[src/rtl/mod_swapchain_pkg.sv]
// =============================================================================
// mod_swapchain_pkg : shared types, constants and helpers for the segment
// swap controller.                                              Rev 1.0
// =============================================================================
`default_nettype none

package mod_swapchain_pkg;

  typedef enum logic [7:0] {
    TM_SYNC_IDX = 8'h00,
    TM_SYS_TIME = 8'h01,
    TM_GPIO     = 8'h02,
    TM_EXT      = 8'hF0
  } transition_mode_t;

  typedef enum logic [2:0] {
    ST_RUN       = 3'd0,
    ST_WAIT_SYNC = 3'd1,
    ST_WAIT_TIME = 3'd2,
    ST_WAIT_GPIO = 3'd3,
    ST_EXT_RUN   = 3'd4
  } swapchain_state_t;

  localparam logic [15:0] RepInfinite = 16'hFFFF;

  function automatic logic mode_supported(input logic [7:0] mode);
    case (mode)
      TM_SYNC_IDX, TM_SYS_TIME, TM_GPIO: mode_supported = 1'b1;
`ifdef MOD_SWAPCHAIN_EXT_TRANSITION_EN
      TM_EXT:                            mode_supported = 1'b1;
`endif
      default:                           mode_supported = 1'b0;
    endcase
  endfunction

  // EXT requests make their first swap on a loop boundary, like SYNC_IDX.
  function automatic swapchain_state_t wait_state(input logic [7:0] mode);
    case (mode)
      TM_SYS_TIME: wait_state = ST_WAIT_TIME;
      TM_GPIO:     wait_state = ST_WAIT_GPIO;
      default:     wait_state = ST_WAIT_SYNC;
    endcase
  endfunction

endpackage

`default_nettype wire

[src/rtl/mod_swapchain_swap_trigger.sv]
// =============================================================================
// mod_swapchain_swap_trigger : per-mode swap trigger evaluation with GPIO edge
// detection and absolute-time compare.                          Rev 1.0
// =============================================================================
`default_nettype none

module mod_swapchain_swap_trigger
  import mod_swapchain_pkg::*;
(
  input  logic        i_clk,
  input  logic        i_rst_n,
  input  logic [2:0]  i_state,
  input  logic        i_stop,
  input  logic        i_loop_end,
  input  logic [63:0] i_sys_time,
  input  logic [63:0] i_value,
  input  logic [3:0]  i_gpio_in,
  output logic        o_trigger
);

  logic [3:0] r_gpio_d;
  logic       w_time_reached;
  logic       w_gpio_rise;

  // Free-running delay so only edges that occur while waiting are seen.
  always_ff @(posedge i_clk or negedge i_rst_n) begin
    if (!i_rst_n) begin
      r_gpio_d <= 4'b0000;
    end else begin
      r_gpio_d <= i_gpio_in;
    end
  end

  assign w_time_reached = (i_sys_time >= i_value);
  assign w_gpio_rise    = i_gpio_in[i_value[1:0]] & ~r_gpio_d[i_value[1:0]];

  always_comb begin
    o_trigger = 1'b0;
    case (swapchain_state_t'(i_state))
      ST_WAIT_SYNC: o_trigger = i_loop_end | i_stop;
      ST_WAIT_TIME: o_trigger = w_time_reached;
      ST_WAIT_GPIO: o_trigger = w_gpio_rise;
      default:      o_trigger = 1'b0;
    endcase
  end

endmodule

`default_nettype wire

[src/rtl/mod_swapchain.sv]
// =============================================================================
// mod_swapchain : active-segment swap FSM and repetition counter for the
// modulation/STM paths. Option macro: MOD_SWAPCHAIN_EXT_TRANSITION_EN. Rev 1.0
// =============================================================================
`default_nettype none

module mod_swapchain
  import mod_swapchain_pkg::*;
#(
  parameter  int NUM_SEGMENT = 2,
  localparam int SEG_W       = $clog2(NUM_SEGMENT)
) (
  input  logic             i_clk,
  input  logic             i_rst_n,
  input  logic             i_update_settings,
  input  logic [SEG_W-1:0] i_req_rd_segment,
  input  logic [15:0]      i_rep,
  input  logic [7:0]       i_transition_mode,
  input  logic [63:0]      i_transition_value,
  input  logic [63:0]      i_sys_time,
  input  logic [3:0]       i_gpio_in,
  input  logic             i_loop_end,
  output logic [SEG_W-1:0] o_segment,
  output logic             o_swap,
  output logic             o_stop,
  output logic             o_req_err
);

  swapchain_state_t r_state, w_state_nxt;
  logic [SEG_W-1:0] r_pend_seg, w_pend_seg_nxt;
  logic [15:0]      r_pend_rep, w_pend_rep_nxt;
  logic [63:0]      r_pend_value, w_pend_value_nxt;
  logic [15:0]      r_rep, w_rep_nxt;
  logic [15:0]      r_loop_cnt, w_cnt_nxt;
  logic [SEG_W-1:0] r_segment, w_seg_nxt;
  logic             r_swap, w_swap_nxt;
  logic             r_stop, w_stop_nxt;
  logic             r_req_err, w_req_err_nxt;
  logic             w_accept;
  logic             w_trigger;
  logic             w_req_ext;
  logic             w_ext_run;
  logic             w_pend_ext;
  logic             w_pend_ext_nxt;

`ifdef MOD_SWAPCHAIN_EXT_TRANSITION_EN
  logic r_pend_ext;

  always_ff @(posedge i_clk or negedge i_rst_n) begin
    if (!i_rst_n) begin
      r_pend_ext <= 1'b0;
    end else begin
      r_pend_ext <= w_pend_ext_nxt;
    end
  end

  assign w_pend_ext = r_pend_ext;
  assign w_req_ext  = (i_transition_mode == TM_EXT);
  assign w_ext_run  = (r_state == ST_EXT_RUN);
`else
  assign w_pend_ext = 1'b0;
  assign w_req_ext  = 1'b0;
  assign w_ext_run  = 1'b0;
`endif

  assign w_accept      = i_update_settings & mode_supported(i_transition_mode);
  assign w_req_err_nxt = i_update_settings & ~mode_supported(i_transition_mode);

  mod_swapchain_swap_trigger u_trigger (
    .i_clk      (i_clk),
    .i_rst_n    (i_rst_n),
    .i_state    (r_state),
    .i_stop     (r_stop),
    .i_loop_end (i_loop_end),
    .i_sys_time (i_sys_time),
    .i_value    (r_pend_value),
    .i_gpio_in  (i_gpio_in),
    .o_trigger  (w_trigger)
  );

  always_ff @(posedge i_clk or negedge i_rst_n) begin
    if (!i_rst_n) begin
      r_state      <= ST_RUN;
      r_pend_seg   <= '0;
      r_pend_rep   <= RepInfinite;
      r_pend_value <= 64'd0;
      r_rep        <= RepInfinite;
      r_loop_cnt   <= 16'd0;
      r_segment    <= '0;
      r_swap       <= 1'b0;
      r_stop       <= 1'b0;
      r_req_err    <= 1'b0;
    end else begin
      r_state      <= w_state_nxt;
      r_pend_seg   <= w_pend_seg_nxt;
      r_pend_rep   <= w_pend_rep_nxt;
      r_pend_value <= w_pend_value_nxt;
      r_rep        <= w_rep_nxt;
      r_loop_cnt   <= w_cnt_nxt;
      r_segment    <= w_seg_nxt;
      r_swap       <= w_swap_nxt;
      r_stop       <= w_stop_nxt;
      r_req_err    <= w_req_err_nxt;
    end
  end

  always_comb begin
    w_state_nxt      = r_state;
    w_pend_seg_nxt   = r_pend_seg;
    w_pend_rep_nxt   = r_pend_rep;
    w_pend_value_nxt = r_pend_value;
    w_pend_ext_nxt   = w_pend_ext;
    w_rep_nxt        = r_rep;
    w_cnt_nxt        = r_loop_cnt;
    w_seg_nxt        = r_segment;
    w_swap_nxt       = 1'b0;
    w_stop_nxt       = r_stop;

    // The running segment keeps counting in every state, including waits.
    if (i_loop_end && (r_rep != RepInfinite)) begin
      if (r_loop_cnt != r_rep) begin
        w_cnt_nxt = r_loop_cnt + 16'd1;
      end else if (w_ext_run) begin
        w_seg_nxt  = ~r_segment;
        w_swap_nxt = 1'b1;
        w_cnt_nxt  = 16'd0;
      end else begin
        w_stop_nxt = 1'b1;
      end
    end

    if (w_accept) begin
      if ((i_req_rd_segment == r_segment) && !w_req_ext) begin
        w_rep_nxt   = i_rep;
        w_cnt_nxt   = 16'd0;
        w_stop_nxt  = 1'b0;
        w_seg_nxt   = r_segment;
        w_swap_nxt  = 1'b0;
        w_state_nxt = ST_RUN;
      end else begin
        w_pend_seg_nxt   = i_req_rd_segment;
        w_pend_rep_nxt   = i_rep;
        w_pend_value_nxt = i_transition_value;
        w_pend_ext_nxt   = w_req_ext;
        w_state_nxt      = wait_state(i_transition_mode);
      end
    end else if (w_trigger) begin
      w_seg_nxt   = r_pend_seg;
      w_swap_nxt  = 1'b1;
      w_rep_nxt   = r_pend_rep;
      w_cnt_nxt   = 16'd0;
      w_stop_nxt  = 1'b0;
      w_state_nxt = w_pend_ext ? ST_EXT_RUN : ST_RUN;
    end
  end

  assign o_segment = r_segment;
  assign o_swap    = r_swap;
  assign o_stop    = r_stop;
  assign o_req_err = r_req_err;

endmodule

`default_nettype wire

[config.mk]
export PLATFORM = sky130hd
export DESIGN_NAME = mod_swapchain
export DESIGN_NICKNAME = d
export VERILOG_FILES = /design/src/rtl/mod_swapchain_pkg.sv /design/src/rtl/mod_swapchain_swap_trigger.sv /design/src/rtl/mod_swapchain.sv
export SDC_FILE = /design/constraint.sdc
export NUM_CORES = 1
export LEC_CHECK = 0
export ABC_AREA = 1
export BUFFER_PORTS_ARGS = -buffer_cell sky130_fd_sc_hd__buf_2
export CAP_MARGIN = 20
export CORE_UTILIZATION = 50
export CTS_BUF_LIST = sky130_fd_sc_hd__clkbuf_2 sky130_fd_sc_hd__clkbuf_4 sky130_fd_sc_hd__clkbuf_8
export DETAILED_ROUTE_END_ITERATION = 16
export PLACE_DENSITY = 0.79
export SLEW_MARGIN = 20
export SYNTH_ARGS = -nofsm -noshare
export SYNTH_HDL_FRONTEND = slang
export SYNTH_SLANG_ARGS = --single-unit
[constraint.sdc]
create_clock -name i_clk -period 2.1 [get_ports i_clk]
set_clock_uncertainty 0.15 [all_clocks]
set_input_delay 0.42 -clock i_clk [delete_from_list [all_inputs] [get_ports i_clk]]
set_output_delay 0.42 -clock i_clk [all_outputs]
set_load 0.02 [all_outputs]
# == Word-level counts from Yosys, hierarchy flattened ==
# Index checks and enable logic that the tools add are counted.
# word_totals
latch_bits,0
ff_bits,124
input_bits,161
memories,0
ram_bits,0
mem_bits_ro,0
out_inout_bits,4
wordCells,63
# op_classes
n_lt_le_gt_ge,2
div,0
shift,0
mul,0
bitwise,8
eq_ne,9
n_addsub,1
reduce_logical,7
muxes,25
# ops
cell,n
16-bit two-way mux,8
64-bit >= comparator,1
"16-bit by 1-bit adder with 16-bit output, second input constant",1
16-bit inequality test,1
"16-bit inequality test, second input constant",1
1-bit two-way mux,10
"8-bit by 1-bit == test with 1-bit output, second input constant",1
"8-bit by 2-bit == test with 1-bit output, second input constant",1
8-bit logical NOT,1
"3-bit by 2-bit == test with 1-bit output, second input constant",2
3-bit two-way mux,2
2-bit AND reduction,3
1-bit binary-select mux with 2-bit select,2
1-bit NOT,4
2-bit case mux with 2 select lines,1
1-bit AND,3
"3-bit by 1-bit == test with 1-bit output, second input constant",1
"2-bit by 3-bit < comparator with 1-bit output, second input constant",1
1-bit case mux with 3 select lines,1
3-bit OR reduction,1
2-bit two-way mux,1
"2-bit by 1-bit inequality test with 1-bit output, second input constant",1
2-bit nonzero test,1
1-bit == test,1
other kinds (2),2

# == Depth between registers and ports, before layout ==
# logic_depth
word_depth,7
depth_mapped,21
ltp_nobuf,20

# == By module ==
# A second synthesis with hierarchy kept.
# hier_totals
hier_cells,1050
hier_area_um2,7423.4
# by_module_without_submodules
mod,area_each_um2,instances,cells_per_inst
mod_swapchain,5514.0,1,741
mod_swapchain_swap_trigger,1909.3,1,309

# == Worst setup path after synthesis ==
# OpenSTA, ideal clock, no wires.
# synth_path
path_kind,input -> register
startpoint,in i_sys_time[63]
endpoint,reg r_loop_cnt[6]
arrival_ns,1.937
setup_ns,0.120
stages,15
slack_ns,-0.106
cell_sequence,ha_1 -> nand2_1 -> nor2_2 -> nand4_2 -> nor2_2 -> nand2_1 -> nor3b_2 -> nand2_1 -> nand2_1 -> nand2_2 -> nand3_4 -> nand2_8 -> inv_6 -> buf_6 -> nor2_1
# synth_between
elab_chain_cells,4
# synth_lines
element,line,rtl
from (decl),mod_swapchain.sv:20,"input logic [63:0] i_sys_time,"
64-bit >= comparator,mod_swapchain_swap_trigger.sv:34,assign w_time_reached = (i_sys_time >= i_value);
1-bit case mux with 3 select lines,mod_swapchain_swap_trigger.sv:39,case (swapchain_state_t'(i_state))
16-bit two-way mux,mod_swapchain.sv:147,end else if (w_trigger) begin
16-bit two-way mux,mod_swapchain.sv:132,if (w_accept) begin
named net w_cnt_nxt[6],mod_swapchain.sv:34,"logic [15:0] r_loop_cnt, w_cnt_nxt;"
to (signal assigned),mod_swapchain.sv:99,r_loop_cnt <= w_cnt_nxt;
to (decl),mod_swapchain.sv:34,
# The timed path passes the listed nets, and every way through them passes these cells.
# A chain may end at the register's enable or synchronous reset.

# == Final worst setup path ==
# layout_path
startpoint,reg r_pend_value[61]
endpoint,reg r_rep[0]
# layout_between
elab_chain_cells,4
# layout_lines
element,line,rtl
from (decl),mod_swapchain.sv:32,"logic [63:0] r_pend_value, w_pend_value_nxt;"
from (signal assigned),mod_swapchain.sv:97,r_pend_value <= w_pend_value_nxt;
64-bit >= comparator,mod_swapchain_swap_trigger.sv:34,
1-bit case mux with 3 select lines,mod_swapchain_swap_trigger.sv:39,
2-bit nonzero test (no source line),-,
2-bit AND reduction (no source line),-,
to (signal assigned),mod_swapchain.sv:87,r_rep <= RepInfinite;
to (signal assigned),mod_swapchain.sv:98,r_rep <= w_rep_nxt;
to (decl),mod_swapchain.sv:33,"logic [15:0] r_rep, w_rep_nxt;"
# No other way between the ends.

==> load_flow_metrics.sql <==
INSERT INTO impl_metrics (metric_group, metric, value, unit) VALUES
('run_status', 'outcome', 'complete, but fails checks', ''),
('run_status', 'failed_checks', 'negative setup slack', ''),
('timing', 'fin_crit_sh', '112', '%'),
('synth', 'synth_enable_flop_cells', '0', ''),
('clocking', 'cts_buffers', '17', ''),
('power_and_ir_drop', 'leakage', '4.67', 'nW'),
('synth', 'synthTopCellsByArea', 'dfrtp_1 (32%), nand2_1 (13%), dfstp_2 (12%)', ''),
('critical_path', 'cpMostUsedCell', 'nand2_2', ''),
('placed_design', 'dpl.cell_count', '1201', ''),
('floorplan', 'num_io_pins', '165', ''),
('final_layout', 'final_area', '9180', 'sq um'),
('power_and_ir_drop', 'share_comb_of_total_power', '32.7', '%'),
('synth', 'netlist-cell-type-count', '40', ''),
('route', 'drt-vias-per-instance', '5.02', ''),
('timing', 'grt_setup_unrepaired', 'yes', ''),
('power_and_ir_drop', 'p_int', '5.32', 'mW'),
('clocking', 'clk_root_buf', 'clkbuf_8', ''),
('route', 'drt_wl_cell', '13.8', 'um'),
('power_and_ir_drop', 'max-vdd-ir-drop', '0.446', 'mV'),
('synth', 'syn_area', '7010', 'sq um'),
('grt', 'grt_pass1_wl', '28600', 'um'),
('route', 'postRouteAntennaNets', '0', ''),
('clocking', 'cts.reportedPaths.clkPinSlew', '0.07', 'ns'),
('synth', 'ys_ff_latch', '123', ''),
('grt', 'via_count_of_the_first_global_routing_pass', '6277', ''),
('floorplan', 'row_count', '42', ''),
('timing', 'report.final.setup_viol', '37', ''),
('timing', 'setup_slack', '-0.250', 'ns'),
('critical_path', 'cp_data_arrival_time', '2.56', 'ns'),
('synth', 'commonest_cells_post_synth', 'nand2_1 (234), inv_1 (116), o21ai_0 (100), dfrtp_1 (91), ha_1 (65)', ''),
('power_and_ir_drop', 'power.sequential.fraction', '41.9', '%'),
('critical_path', 'worstPathCellList', 'inv_2, ha_4, nand2_2, nor2_4, nand4_4, nor2_4, nand2_2, nor3b_4, nand2_1, nand2_1, nand2_2, nand3_4, buf_6, nand2_8, nand2_2, nand2_2', ''),
('synth', 'synth-async-reset-ratio', '100', '%'),
('grt', 'grt_start_max_net_pins', '89', ''),
('power_and_ir_drop', 'net-switching-power', '2.66', 'mW'),
('timing', 'tightestPinTransition', '0.426', 'ns'),
('timing', 'report.final.slew_viol_count', '0', ''),
('placed_design', 'io_buffer_count', '164', ''),
('timing', 'final_hold_viol_count', '0', ''),
('flow_run', 'max-cap-violations', '0', ''),
('placed_design', 'placed_area', '8350', 'sq um'),
('synth', 'synthesis.nets', '1080', ''),
('clocking', 'count_of_clock_tree_sinks', '123', ''),
('final_layout', 'area.growth.synth_to_final', '30.9', '%'),
('clocking', 'cts_htree_levels', '4', ''),
('final_layout', 'fraction_of_final_layout_cells_sized_beyond_drive_strength_1', '32.9', '%'),
('route', 'detail_route.drc_violations', '0', ''),
('critical_path', 'worst_setup_path_end_kind', 'flip-flop', ''),
('final_layout', 'finish.net_count', '1287', ''),
('final_layout', 'finalNonFillerCells', '1251', ''),
('floorplan', 'die_area', '14500', 'sq um'),
('clocking', 'clock_latency', '0.43', 'ns'),
('route', 'drt_first_pass_iters', '5', ''),
('grt', 'grt-ovfl-total', '0', ''),
('placed_design', 'detailedPlacementHpwl', '12200', 'um'),
('synth', 'most_numerous_cell_in_the_yosys_netlist', 'nand2_1', ''),
('final_layout', 'final_core_utilization', '68.2', '%'),
('critical_path', 'worst_path_max_delay_cell', 'dfrtp_1', ''),
('floorplan', 'floorplan_core_area', '13500', 'sq um'),
('synth', 'syn_area_per_cell', '8.21', 'sq um'),
('hold_path', 'worst_hold_path_type', 'in -> reg', ''),
('grt', 'grt.total_usage', '25.3', '%'),
('route', 'initial_drc_count', '286', ''),
('placed_design', 'globalplace.congestion', '0.822', ''),
('synth', 'netlist_instances', '854', ''),
('route', 'detailroute.via_count', '6279', ''),
('timing', 'finalCriticalPeriod', '2.35', 'ns'),
('clocking', 'cts_tree', 'yes', ''),
('grt', 'antenna_found_initial', '1', ''),
('clocking', 'cts-root-to-sink-buffers', '2', ''),
('floorplan', 'vert_die_dim', '120', 'um');
==> repair_timing <==
item,in CTS,in global routing
hold buffers,5,0
buffers inserted,7,3
setup endpoints to repair,37,37
endpoints found under the hold margin,20,0
pin swaps,15,7
cloned,3,0
resized for setup,50,23
==> metal layers <==
metal	global-route usage [%]	vias to the layer above	share of wire (%)	wire length (um)
met4	9.34	0	2.1	359
met2	42.2	178	49	8360
met1	31.8	2922	43	7490
met5	0	-	0	0
met3	5.94	32	5.8	1010
li1	-	3147	-	-
==> worst max-delay path, delay by kind of cell (launching register included) <==
family	cells	cell delay, ns
fa+ha+maj	1	0.28
flops	1	0.34
simple gates	13	1.31
buf+inv	2	0.21
==> final timing paths <==
check                                             start  slack [ns]  cells after the start                            to
max                        r_pend_value[61]$_DFFE_PN0P_       -0.25                     16          r_rep[0]$_DFFE_PN1P_
min                              i_transition_value[50]        0.04                      3  r_pend_value[50]$_DFFE_PN0P_
max reg2reg                r_pend_value[61]$_DFFE_PN0P_       -0.25                     16          r_rep[0]$_DFFE_PN1P_
min reg2reg                   r_pend_rep[3]$_DFFE_PN1P_        0.33                      2     r_pend_rep[3]$_DFFE_PN1P_
max in group asynchronous                       i_rst_n        0.89                      3  r_pend_value[59]$_DFFE_PN0P_
min in group asynchronous                       i_rst_n        0.27                      2      r_loop_cnt[14]$_DFF_PN0_
==> stage by stage <==
step                      setup TNS, ns  power, mW  hold slack [ns]  setup slack (ns)
after floorplan                   -1.28       4.83          -0.0256           -0.0870
after global placement           -12.36       5.53            0.183            -0.348
after detailed placement         -17.47       5.62            0.183            -0.451
after CTS                         -5.55       7.89           0.0150            -0.182
after global routing             -14.00       8.55           0.0416            -0.436
final                             -7.30       7.98           0.0407            -0.250
==> power by group through the flow <==
stage / Sequential (mW) / Combinational (mW) / Clock, mW
2_1_floorplan: 3.30 / 1.53 / 0
3_3_place_gp: 3.34 / 2.19 / 0
3_5_place_dp: 3.35 / 2.27 / 0
4_1_cts: 3.32 / 2.50 / 2.07
5_1_grt: 3.41 / 2.97 / 2.17
6_report: 3.35 / 2.61 / 2.03
==> state kept, by name, indices dropped and copies added (netlist names) <==
name                flops
r_pend_rep             16
o_req_err               1
r_pend_value           64
o_swap                  1
u_trigger.r_gpio_d      4
o_stop                  1
r_rep                  16
o_segment               1
r_state                 2
r_loop_cnt             16
r_pend_seg              1
==> logic make-up (layout without fill, tap and decap cells) <==
logic type | Yosys count | count (layout) | synth area share, %
XOR/XNOR | 28 | 28 | 3.50
AND/OR/NAND/NOR | 348 | 350 | 21.0
flip-flops | 123 | 123 | 44.5
other | 0 | 1 | 0
adder cells (fa/ha/maj) | 65 | 65 | 11.6
AO/OA/AOI/OAI | 146 | 146 | 10.9
buffers and inverters | 144 | 362 | 8.47
==> cell type report <==
class / instances / area, sq um
clock inverter: 7 / 62.6
fill: 1079 / 4270
timing repair buffer: 212 / 1340
inverter: 118 / 455
tap: 176 / 220
multi-input combinational: 589 / 3660
clock buffer: 25 / 325
antenna: 1 / 2.50
sequential: 123 / 3120
==> layout by cell type, fill, tap and decap left out, types with 4 or more instances in the layout <==
cell and n:
nand3_1 19, buf_4 30, clkinv_2 5, buf_12 8, dfrtp_1 91, o21ai_1 8
buf_2 163, nand2_2 18, ha_1 50, inv_2 18, dfstp_2 32, xor2_1 8
buf_6 4, inv_1 99, xnor2_1 20, o21ai_0 98, dlygate4sd3_1 5, nand3_2 7
a21o_1 4, a21oi_1 26, clkbuf_8 22, nor2_1 48, ha_4 15, nand4_1 16
nor2_2 4, nand2_1 216
Note: power is estimated with default switching activity, not from simulation.
